===== src/rtl/gpu_host_pkg.sv =====
// Shared encodings for the HPS-to-GPU host bridge: opcodes, read spaces,
// controller states and the captured command layout.
package gpu_host_pkg;

    typedef enum logic [3:0] {
        OP_NOP        = 4'd0,
        OP_SET_ADDR   = 4'd1,
        OP_SET_CORE   = 4'd2,
        OP_WDATA_LO   = 4'd3,
        OP_WDATA_HI   = 4'd4,
        OP_WRITE_INST = 4'd5,
        OP_WRITE_DATA = 4'd6,
        OP_READ       = 4'd7,
        OP_RDATA_HI   = 4'd8,
        OP_CTRL       = 4'd9,
        OP_STATUS     = 4'd10,
        OP_EXC_LO     = 4'd11,
        OP_EXC_HI     = 4'd12
    } opcode_e;

    typedef enum logic [2:0] {
        SP_INST     = 3'd0,
        SP_DATA     = 3'd1,
        SP_REG      = 3'd2,
        SP_FLOATREG = 3'd3,
        SP_SPECIAL  = 3'd4
    } space_e;

    typedef enum logic [2:0] {
        ST_IDLE   = 3'd0,
        ST_SETTLE = 3'd1,
        ST_EXEC   = 3'd2,
        ST_WAIT   = 3'd3,
        ST_ACK    = 3'd4
    } state_e;

    // Only the command bits the bridge acts on are retained after capture.
    typedef struct packed {
        logic        toggle;
        logic [3:0]  opcode;
        logic [15:0] payload;
    } cmd_t;

endpackage


===== src/rtl/gpu_host_sync.sv =====
// Two-flop synchroniser for the HPS command word plus a one-cycle stability
// check (word identical on two consecutive synchronised samples).
module gpu_host_sync (
    input  logic        clock,
    input  logic [31:0] h2f_value,
    output logic        sync_toggle,
    output logic [3:0]  sync_opcode,
    output logic [15:0] sync_payload,
    output logic        stable
);
    logic [31:0] meta_q;
    logic [31:0] sync_q;
    logic [31:0] prev_q;

    // Not reset: the chain keeps sampling during reset so the bridge can load
    // the live toggle in the first cycle after release.
    always_ff @(posedge clock) begin
        meta_q <= h2f_value;
        sync_q <= meta_q;
        prev_q <= sync_q;
    end

    always_comb begin
        sync_toggle  = sync_q[31];
        sync_opcode  = sync_q[30:27];
        sync_payload = sync_q[15:0];
        stable       = (sync_q == prev_q);
    end

endmodule


===== src/rtl/gpu_host_bridge.sv =====
// Toggle-handshake command bridge between the HPS and a set of GPU cores:
// decodes command words, drives shared RAM/register access and core control.
module gpu_host_bridge
    import gpu_host_pkg::*;
#(
    parameter int unsigned WORD_WIDTH    = 32,
    parameter int unsigned ADDRESS_WIDTH = 16,
    parameter int unsigned CORE_COUNT    = 4,
    parameter int unsigned READ_LATENCY  = 2
) (
    input  logic                             clock,
    input  logic                             reset,
    input  logic [31:0]                      h2f_value,
    output logic [31:0]                      f2h_value,
    output logic [CORE_COUNT-1:0]            core_reset_n,
    output logic [CORE_COUNT-1:0]            core_run,
    input  logic [CORE_COUNT-1:0]            core_halted,
    input  logic [CORE_COUNT-1:0]            core_exception,
    input  logic [CORE_COUNT*24-1:0]         core_exception_data,
    output logic [CORE_COUNT-1:0]            core_select,
    output logic                             enable_write_inst_ram,
    output logic                             enable_write_data_ram,
    output logic [2:0]                       read_space,
    output logic                             enable_read,
    output logic [ADDRESS_WIDTH-1:0]         rw_address,
    output logic [WORD_WIDTH-1:0]            write_data,
    input  logic [CORE_COUNT*WORD_WIDTH-1:0] read_data
);
    logic        s_toggle;
    logic [3:0]  s_opcode;
    logic [15:0] s_payload;
    logic        s_stable;

    gpu_host_sync u_sync (
        .clock        (clock),
        .h2f_value    (h2f_value),
        .sync_toggle  (s_toggle),
        .sync_opcode  (s_opcode),
        .sync_payload (s_payload),
        .stable       (s_stable)
    );

    state_e                   state_q, state_d;
    logic                     init_q, init_d;
    logic                     last_toggle_q, last_toggle_d;
    cmd_t                     cmd_q, cmd_d;
    logic [ADDRESS_WIDTH-1:0] addr_q, addr_d;
    logic [WORD_WIDTH-1:0]    wdata_q, wdata_d;
    logic [2:0]               core_idx_q, core_idx_d;
    logic                     bcast_q, bcast_d;
    logic [2:0]               read_space_q, read_space_d;
    logic [2:0]               wait_q, wait_d;
    logic                     err_q, err_d;
    logic [15:0]              resp_q, resp_d;
    logic [15:0]              rdata_hi_q, rdata_hi_d;
    logic [31:0]              f2h_q, f2h_d;
    logic [CORE_COUNT-1:0]    run_q, run_d;
    logic [CORE_COUNT-1:0]    rst_n_q, rst_n_d;

    int unsigned              sel_idx;
    logic [WORD_WIDTH-1:0]    sel_word;
    logic [23:0]              exc_word;
    logic [7:0]               halted8;
    logic [7:0]               exc8;
    logic                     in_exec;
    logic                     read_ok;

    always_comb begin
        sel_idx  = 32'(core_idx_q);
        sel_word = read_data[sel_idx*WORD_WIDTH +: WORD_WIDTH];
        exc_word = core_exception_data[sel_idx*24 +: 24];
        halted8  = '0;
        exc8     = '0;
        for (int unsigned i = 0; i < CORE_COUNT; i++) begin
            halted8[i] = core_halted[i];
            exc8[i]    = core_exception[i];
        end
    end

    always_comb begin
        in_exec               = (state_q == ST_EXEC);
        read_ok               = (cmd_q.payload[2:0] <= 3'(SP_SPECIAL));
        enable_write_inst_ram = in_exec && (cmd_q.opcode == OP_WRITE_INST);
        enable_write_data_ram = in_exec && (cmd_q.opcode == OP_WRITE_DATA);
        enable_read           = in_exec && (cmd_q.opcode == OP_READ) && read_ok;
        read_space            = enable_read ? cmd_q.payload[2:0] : read_space_q;
        core_select           = '0;
        for (int unsigned i = 0; i < CORE_COUNT; i++) begin
            core_select[i] = (sel_idx == i);
        end
        // Broadcast widens the select only while a write pulse is active.
        if ((enable_write_inst_ram || enable_write_data_ram) && bcast_q) begin
            core_select = '1;
        end
    end

    always_comb begin
        state_d       = state_q;
        init_d        = init_q;
        last_toggle_d = last_toggle_q;
        cmd_d         = cmd_q;
        addr_d        = addr_q;
        wdata_d       = wdata_q;
        core_idx_d    = core_idx_q;
        bcast_d       = bcast_q;
        read_space_d  = read_space_q;
        wait_d        = wait_q;
        err_d         = err_q;
        resp_d        = resp_q;
        rdata_hi_d    = rdata_hi_q;
        f2h_d         = f2h_q;
        run_d         = run_q;
        rst_n_d       = rst_n_q;

        unique case (state_q)
            ST_IDLE: begin
                if (init_q) begin
                    init_d        = 1'b0;
                    last_toggle_d = s_toggle;
                    f2h_d[31]     = s_toggle;
                end else if (s_toggle != last_toggle_q) begin
                    state_d = ST_SETTLE;
                end
            end
            ST_SETTLE: begin
                if (s_stable) begin
                    if (s_toggle != last_toggle_q) begin
                        cmd_d   = '{toggle: s_toggle, opcode: s_opcode, payload: s_payload};
                        state_d = ST_EXEC;
                    end else begin
                        state_d = ST_IDLE;
                    end
                end
            end
            ST_EXEC: begin
                err_d   = 1'b0;
                resp_d  = '0;
                state_d = ST_ACK;
                case (cmd_q.opcode)
                    OP_NOP, OP_WRITE_INST, OP_WRITE_DATA, OP_CTRL: ;
                    OP_SET_ADDR: addr_d = cmd_q.payload[ADDRESS_WIDTH-1:0];
                    OP_SET_CORE: begin
                        if (32'(cmd_q.payload[2:0]) >= CORE_COUNT) begin
                            err_d = 1'b1;
                        end else begin
                            core_idx_d = cmd_q.payload[2:0];
                            bcast_d    = cmd_q.payload[8];
                        end
                    end
                    OP_WDATA_LO: wdata_d[15:0]  = cmd_q.payload;
                    OP_WDATA_HI: wdata_d[31:16] = cmd_q.payload;
                    OP_READ: begin
                        if (!read_ok) begin
                            err_d = 1'b1;
                        end else begin
                            read_space_d = cmd_q.payload[2:0];
                            wait_d       = 3'(READ_LATENCY - 1);
                            state_d      = ST_WAIT;
                        end
                    end
                    OP_RDATA_HI: resp_d = rdata_hi_q;
                    OP_STATUS:   resp_d = {halted8, exc8};
                    OP_EXC_LO:   resp_d = exc_word[15:0];
                    OP_EXC_HI:   resp_d = {8'h00, exc_word[23:16]};
                    default:     err_d  = 1'b1;
                endcase
            end
            ST_WAIT: begin
                if (wait_q == '0) begin
                    resp_d     = sel_word[15:0];
                    rdata_hi_d = sel_word[31:16];
                    state_d    = ST_ACK;
                end else begin
                    wait_d = wait_q - 3'd1;
                end
            end
            ST_ACK: begin
                last_toggle_d = cmd_q.toggle;
                f2h_d         = {cmd_q.toggle, err_q, 14'b0, resp_q};
                if (cmd_q.opcode == OP_CTRL) begin
                    run_d   = cmd_q.payload[CORE_COUNT-1:0];
                    rst_n_d = ~cmd_q.payload[8 +: CORE_COUNT];
                end
                state_d = ST_IDLE;
            end
            default: state_d = ST_IDLE;
        endcase
    end

    always_ff @(posedge clock or posedge reset) begin
        if (reset) begin
            state_q       <= ST_IDLE;
            init_q        <= 1'b1;
            last_toggle_q <= 1'b0;
            cmd_q         <= '0;
            addr_q        <= '0;
            wdata_q       <= '0;
            core_idx_q    <= '0;
            bcast_q       <= 1'b0;
            read_space_q  <= '0;
            wait_q        <= '0;
            err_q         <= 1'b0;
            resp_q        <= '0;
            rdata_hi_q    <= '0;
            f2h_q         <= '0;
            run_q         <= '0;
            rst_n_q       <= '0;
        end else begin
            state_q       <= state_d;
            init_q        <= init_d;
            last_toggle_q <= last_toggle_d;
            cmd_q         <= cmd_d;
            addr_q        <= addr_d;
            wdata_q       <= wdata_d;
            core_idx_q    <= core_idx_d;
            bcast_q       <= bcast_d;
            read_space_q  <= read_space_d;
            wait_q        <= wait_d;
            err_q         <= err_d;
            resp_q        <= resp_d;
            rdata_hi_q    <= rdata_hi_d;
            f2h_q         <= f2h_d;
            run_q         <= run_d;
            rst_n_q       <= rst_n_d;
        end
    end

    assign f2h_value    = f2h_q;
    assign core_run     = run_q;
    assign core_reset_n = rst_n_q;
    assign rw_address   = addr_q;
    assign write_data   = wdata_q;

endmodule


===== config.mk =====
export PLATFORM = sky130hd
export DESIGN_NAME = gpu_host_bridge
export DESIGN_NICKNAME = d
export VERILOG_FILES = /design/src/rtl/gpu_host_pkg.sv /design/src/rtl/gpu_host_sync.sv /design/src/rtl/gpu_host_bridge.sv
export SDC_FILE = /design/constraint.sdc
export NUM_CORES = 1
export LEC_CHECK = 0
export CAP_MARGIN = 20
export CORE_AREA = 5 5 150 152
export DETAILED_ROUTE_END_ITERATION = 10
export DIE_AREA = 0 0 155 157
export PLACE_DENSITY = 0.91
export SLEW_MARGIN = 20
export SYNTH_ARGS = -nofsm -noshare
export SYNTH_HDL_FRONTEND = slang
export SYNTH_SLANG_ARGS = --single-unit

===== constraint.sdc =====
create_clock -name clock -period 9.6 [get_ports clock]
set_input_delay 0.96 -clock clock [delete_from_list [all_inputs] [get_ports clock]]
set_output_delay 0.96 -clock clock [all_outputs]
set_load 0.03 [all_outputs]

==> out/qor.csv <==
metric;value;unit
period_minus_slack;3.892;ns
avgSynthCellArea;14.12;um^2
root_buffer;clkbuf_16;
finalSetupViolCount;0;
grt_pass1_wl;46.07;mm
nNetsFinal;1302;
vdd.ir_drop.worst;0.1451;mV
post_drt_wl_per_cell;23.46;um
synth_seq_area_share;55.73;%
finalWirelength;31.15;mm
fin_area;14290;um^2
place_area;13430;um^2
clk_pin_slew;0.06;ns
reg2reg_from;state_q[0]$_DFFE_PP0P_;
skew;0.02070;ns
crit_path_cell_trace;nor3b_4 -> and4_1 -> mux2_2 -> clkdlybuf4s50_1;
cp-startpoint;state_q[0]$_DFFE_PP0P_;
synth_cell_types;56;
power.internal;0.002009;W
cp.required;8.64;ns
combPwrFrac;20.2;%
dp.cells;1283;
cp_max_fo;13;
cts_tree;built;
max_freq;256.9;MHz
synthCells;696;
drive_above_1_share;20.15;%
ios;364;
cp.arrival;2.93;ns
yosysWarnings;0;
clockPowerShare;35.0;%
hold_start;u_sync.meta_q[18]$_DFF_P_;
slew_violations;0;
critPathMaxStageDelay;0.65;ns
cp_slowest_cell;clkdlybuf4s50_1;
max_slew.worst_pin.slew;1.182;ns
critical_path.top_delay_family;simple AND/OR/NAND/NOR gates;
worst-path-buf-inv;1;
cts_setup_buffers;0;
hp-class;flop to flop;
overflow;0;
top_layer_used;met5;
first_pass_iters;5;
synth_top_flop_cell;dfrtp_1;
drc;0;
fillerInstances;1423;
fp-row-count;53;
grt_max_degree;84;
io_buffers;349;
yosysTopAreaCell;dfrtp_1;
die_w;155;um
insertion_delay;0.51;ns
wl_met3;2.717;mm
drv_cap;0;
postCtsResizedCells;0;
antenna_found_initial;1;
netlist_top_cells_area;dfrtp_1 (36%), dfxtp_1 (20%), mux4_2 (13%), mux2_2 (11%), xor2_1 (2.9%);
core_region_area;20890;um^2
clockBufferDepth;3;
utilization;68.39;%
p_sw_share;26.41;%
power_density;191.1;nW/um^2
synth-edff-count;0;
area_growth;45.38;%
async_flop_share;59.66;%
rsz0062_at_grt;false;
slew_headroom;20.54;%
period_share;40.54;%
p_seq_share;44.8;%
wl_met2;15.51;mm
numCtsBuffers;24;
dp_hpwl;23.41;mm
leakagePower;5.859;nW
die_area;24340;um^2
cts.sinks;238;
worst-setup-path-type;flop to output port;
synth_area;9827;um^2
start_util;47.04;%
start_kind;flop;
setup_tns;0;ns
p_switching;0.0007209;W
vias;7322;
vias_per_cell;5.514;
wl_met1;12.31;mm
die_h;157;um
first_iter_violations;622;
hold_violations;0;
holdBufCountCts;0;
grt_pass1_vias;7624;
fin_cells;1328;
synth_seq_cells;238;
total_power;0.002730;W
synth.top_cell.area_share;35.91;%
grt_usage;24.58;%
endpoint_kind;output port;
ant_nets;0;
status;finished clean;
htree_levels;1;
gp_congestion;0.8911;
[synth_stat cells (all sizes together) (2+ instances only)]
master / n
a211oi: 2
a21o: 8
a21oi: 14
a222oi: 8
a22o: 16
a22oi: 9
a2bb2oi: 8
a31oi: 9
and2: 4
buf: 45
clkbuf: 12
dfrtp: 141
dfxtp: 96
ha: 2
inv: 8
mux2: 100
mux4: 56
nand2: 33
nand2b: 8
nand3: 4
nand4: 2
nor2: 30
nor2b: 3
nor3: 4
nor3b: 3
nor4: 10
o21ai: 12
o31ai: 2
xnor2: 2
xor2: 32
[path summary, 6_finish.rpt]
check / endpoint / slack, ns / depth (start not counted)
worst max-delay path: read_space[0] / 5.71 / 4
max in group asynchronous: core_idx_q[0]$_DFFE_PP0P_ / 7.52 / 3
worst max register to register: core_run[1]$_DFFE_PP0P_ / 6.75 / 4
min in group asynchronous: rdata_hi_q[11]$_DFFE_PP0N_ / 0.90 / 2
worst min register to register: u_sync.sync_q[18]$_DFF_P_ / 0.32 / 0
worst min-delay path: u_sync.sync_q[18]$_DFF_P_ / 0.32 / 0
[power by group through the flow]
stage / logic [W] / registers [W] / clock network, W
CTS: 0.000553 / 0.00122 / 0.000970
global placement: 0.000535 / 0.00123 / 0
floorplan: 0.000245 / 0.00128 / 0
finish: 0.000552 / 0.00122 / 0.000956
detailed placement: 0.000550 / 0.00124 / 0
global route: 0.000590 / 0.00123 / 0.00102
[layer usage]
metal | up-vias | GRT usage [%]
li1 | 3223 | -
met1 | 3700 | 33.39
met2 | 357 | 40.44
met3 | 40 | 5.856
met4 | 2 | 5.803
met5 | - | 0
[cells by family after synthesis]
kind of cell	share of synthesized area [%]
AOI/OAI and AO/OA	6.990
xor gates and xnor gates	3.030
adders and majority gates	0.2546
buffers and inverters	3.820
DFF	55.73
muxes	24.40
other	0.03816
and+or+nand+nor	5.742
[through the flow]
stage	hold WS [ns]	setup WS, ns
global placement	0.3107	6.348
global route	0.3259	5.553
finish	0.3218	5.708
CTS	0.3221	5.715
detailed placement	0.3121	6.287
floorplan	0.3096	4.832
[registers in the layout (all words and copies together) (netlist names)]
register and cells:
err_q 1, write_data 32, core_reset_n 4, init_q 1, core_run 4, resp_q 16, state_q 3, wait_q 3
f2h_value 18, u_sync.sync_q 32, read_space_q 3, core_idx_q 3, rdata_hi_q 16, u_sync.meta_q 32, bcast_q 1, u_sync.prev_q 32
rw_address 16, cmd_q 21
[worst register-to-register path, delay by kind of cell (launching register included)]
kind          cells  cell delay (ns)
simple gates      3             1.73
flops             1             0.53
mux               1             0.47
[area by class of cell]
| type | count | area, um^2 | share of cell area (%) |
|---|---|---|---|
| inverter | 8 | 35.03 | 0.2452 |
| tap | 275 | 344.1 | 2.408 |
| clock buffer | 40 | 785.8 | 5.500 |
| timing repair buffer | 356 | 3553 | 24.87 |
| antenna | 1 | 2.502 | 0.01752 |
| sequential | 238 | 5482 | 38.37 |
| multi-input combinational | 406 | 4028 | 28.19 |
| clock inverter | 4 | 56.30 | 0.3941 |
[cell usage in the layout, fill, tap and decap left out, drive strengths merged, types with 3 or more instances in the layout]
master / count
a21o: 8
a21oi: 14
a222oi: 8
a22o: 16
a22oi: 9
a2bb2oi: 8
a31oi: 9
and2: 4
buf: 7
clkbuf: 40
clkdlybuf4s50: 349
clkinv: 3
conb: 14
dfrtp: 141
dfxtp: 96
inv: 8
mux2: 100
mux4: 56
nand2: 33
nand2b: 8
nand3: 4
nor2: 30
nor2b: 3
nor3: 4
nor3b: 3
nor4: 10
o21ai: 12
xor2: 32
No activity file was read; power rests on OpenSTA's default activity.
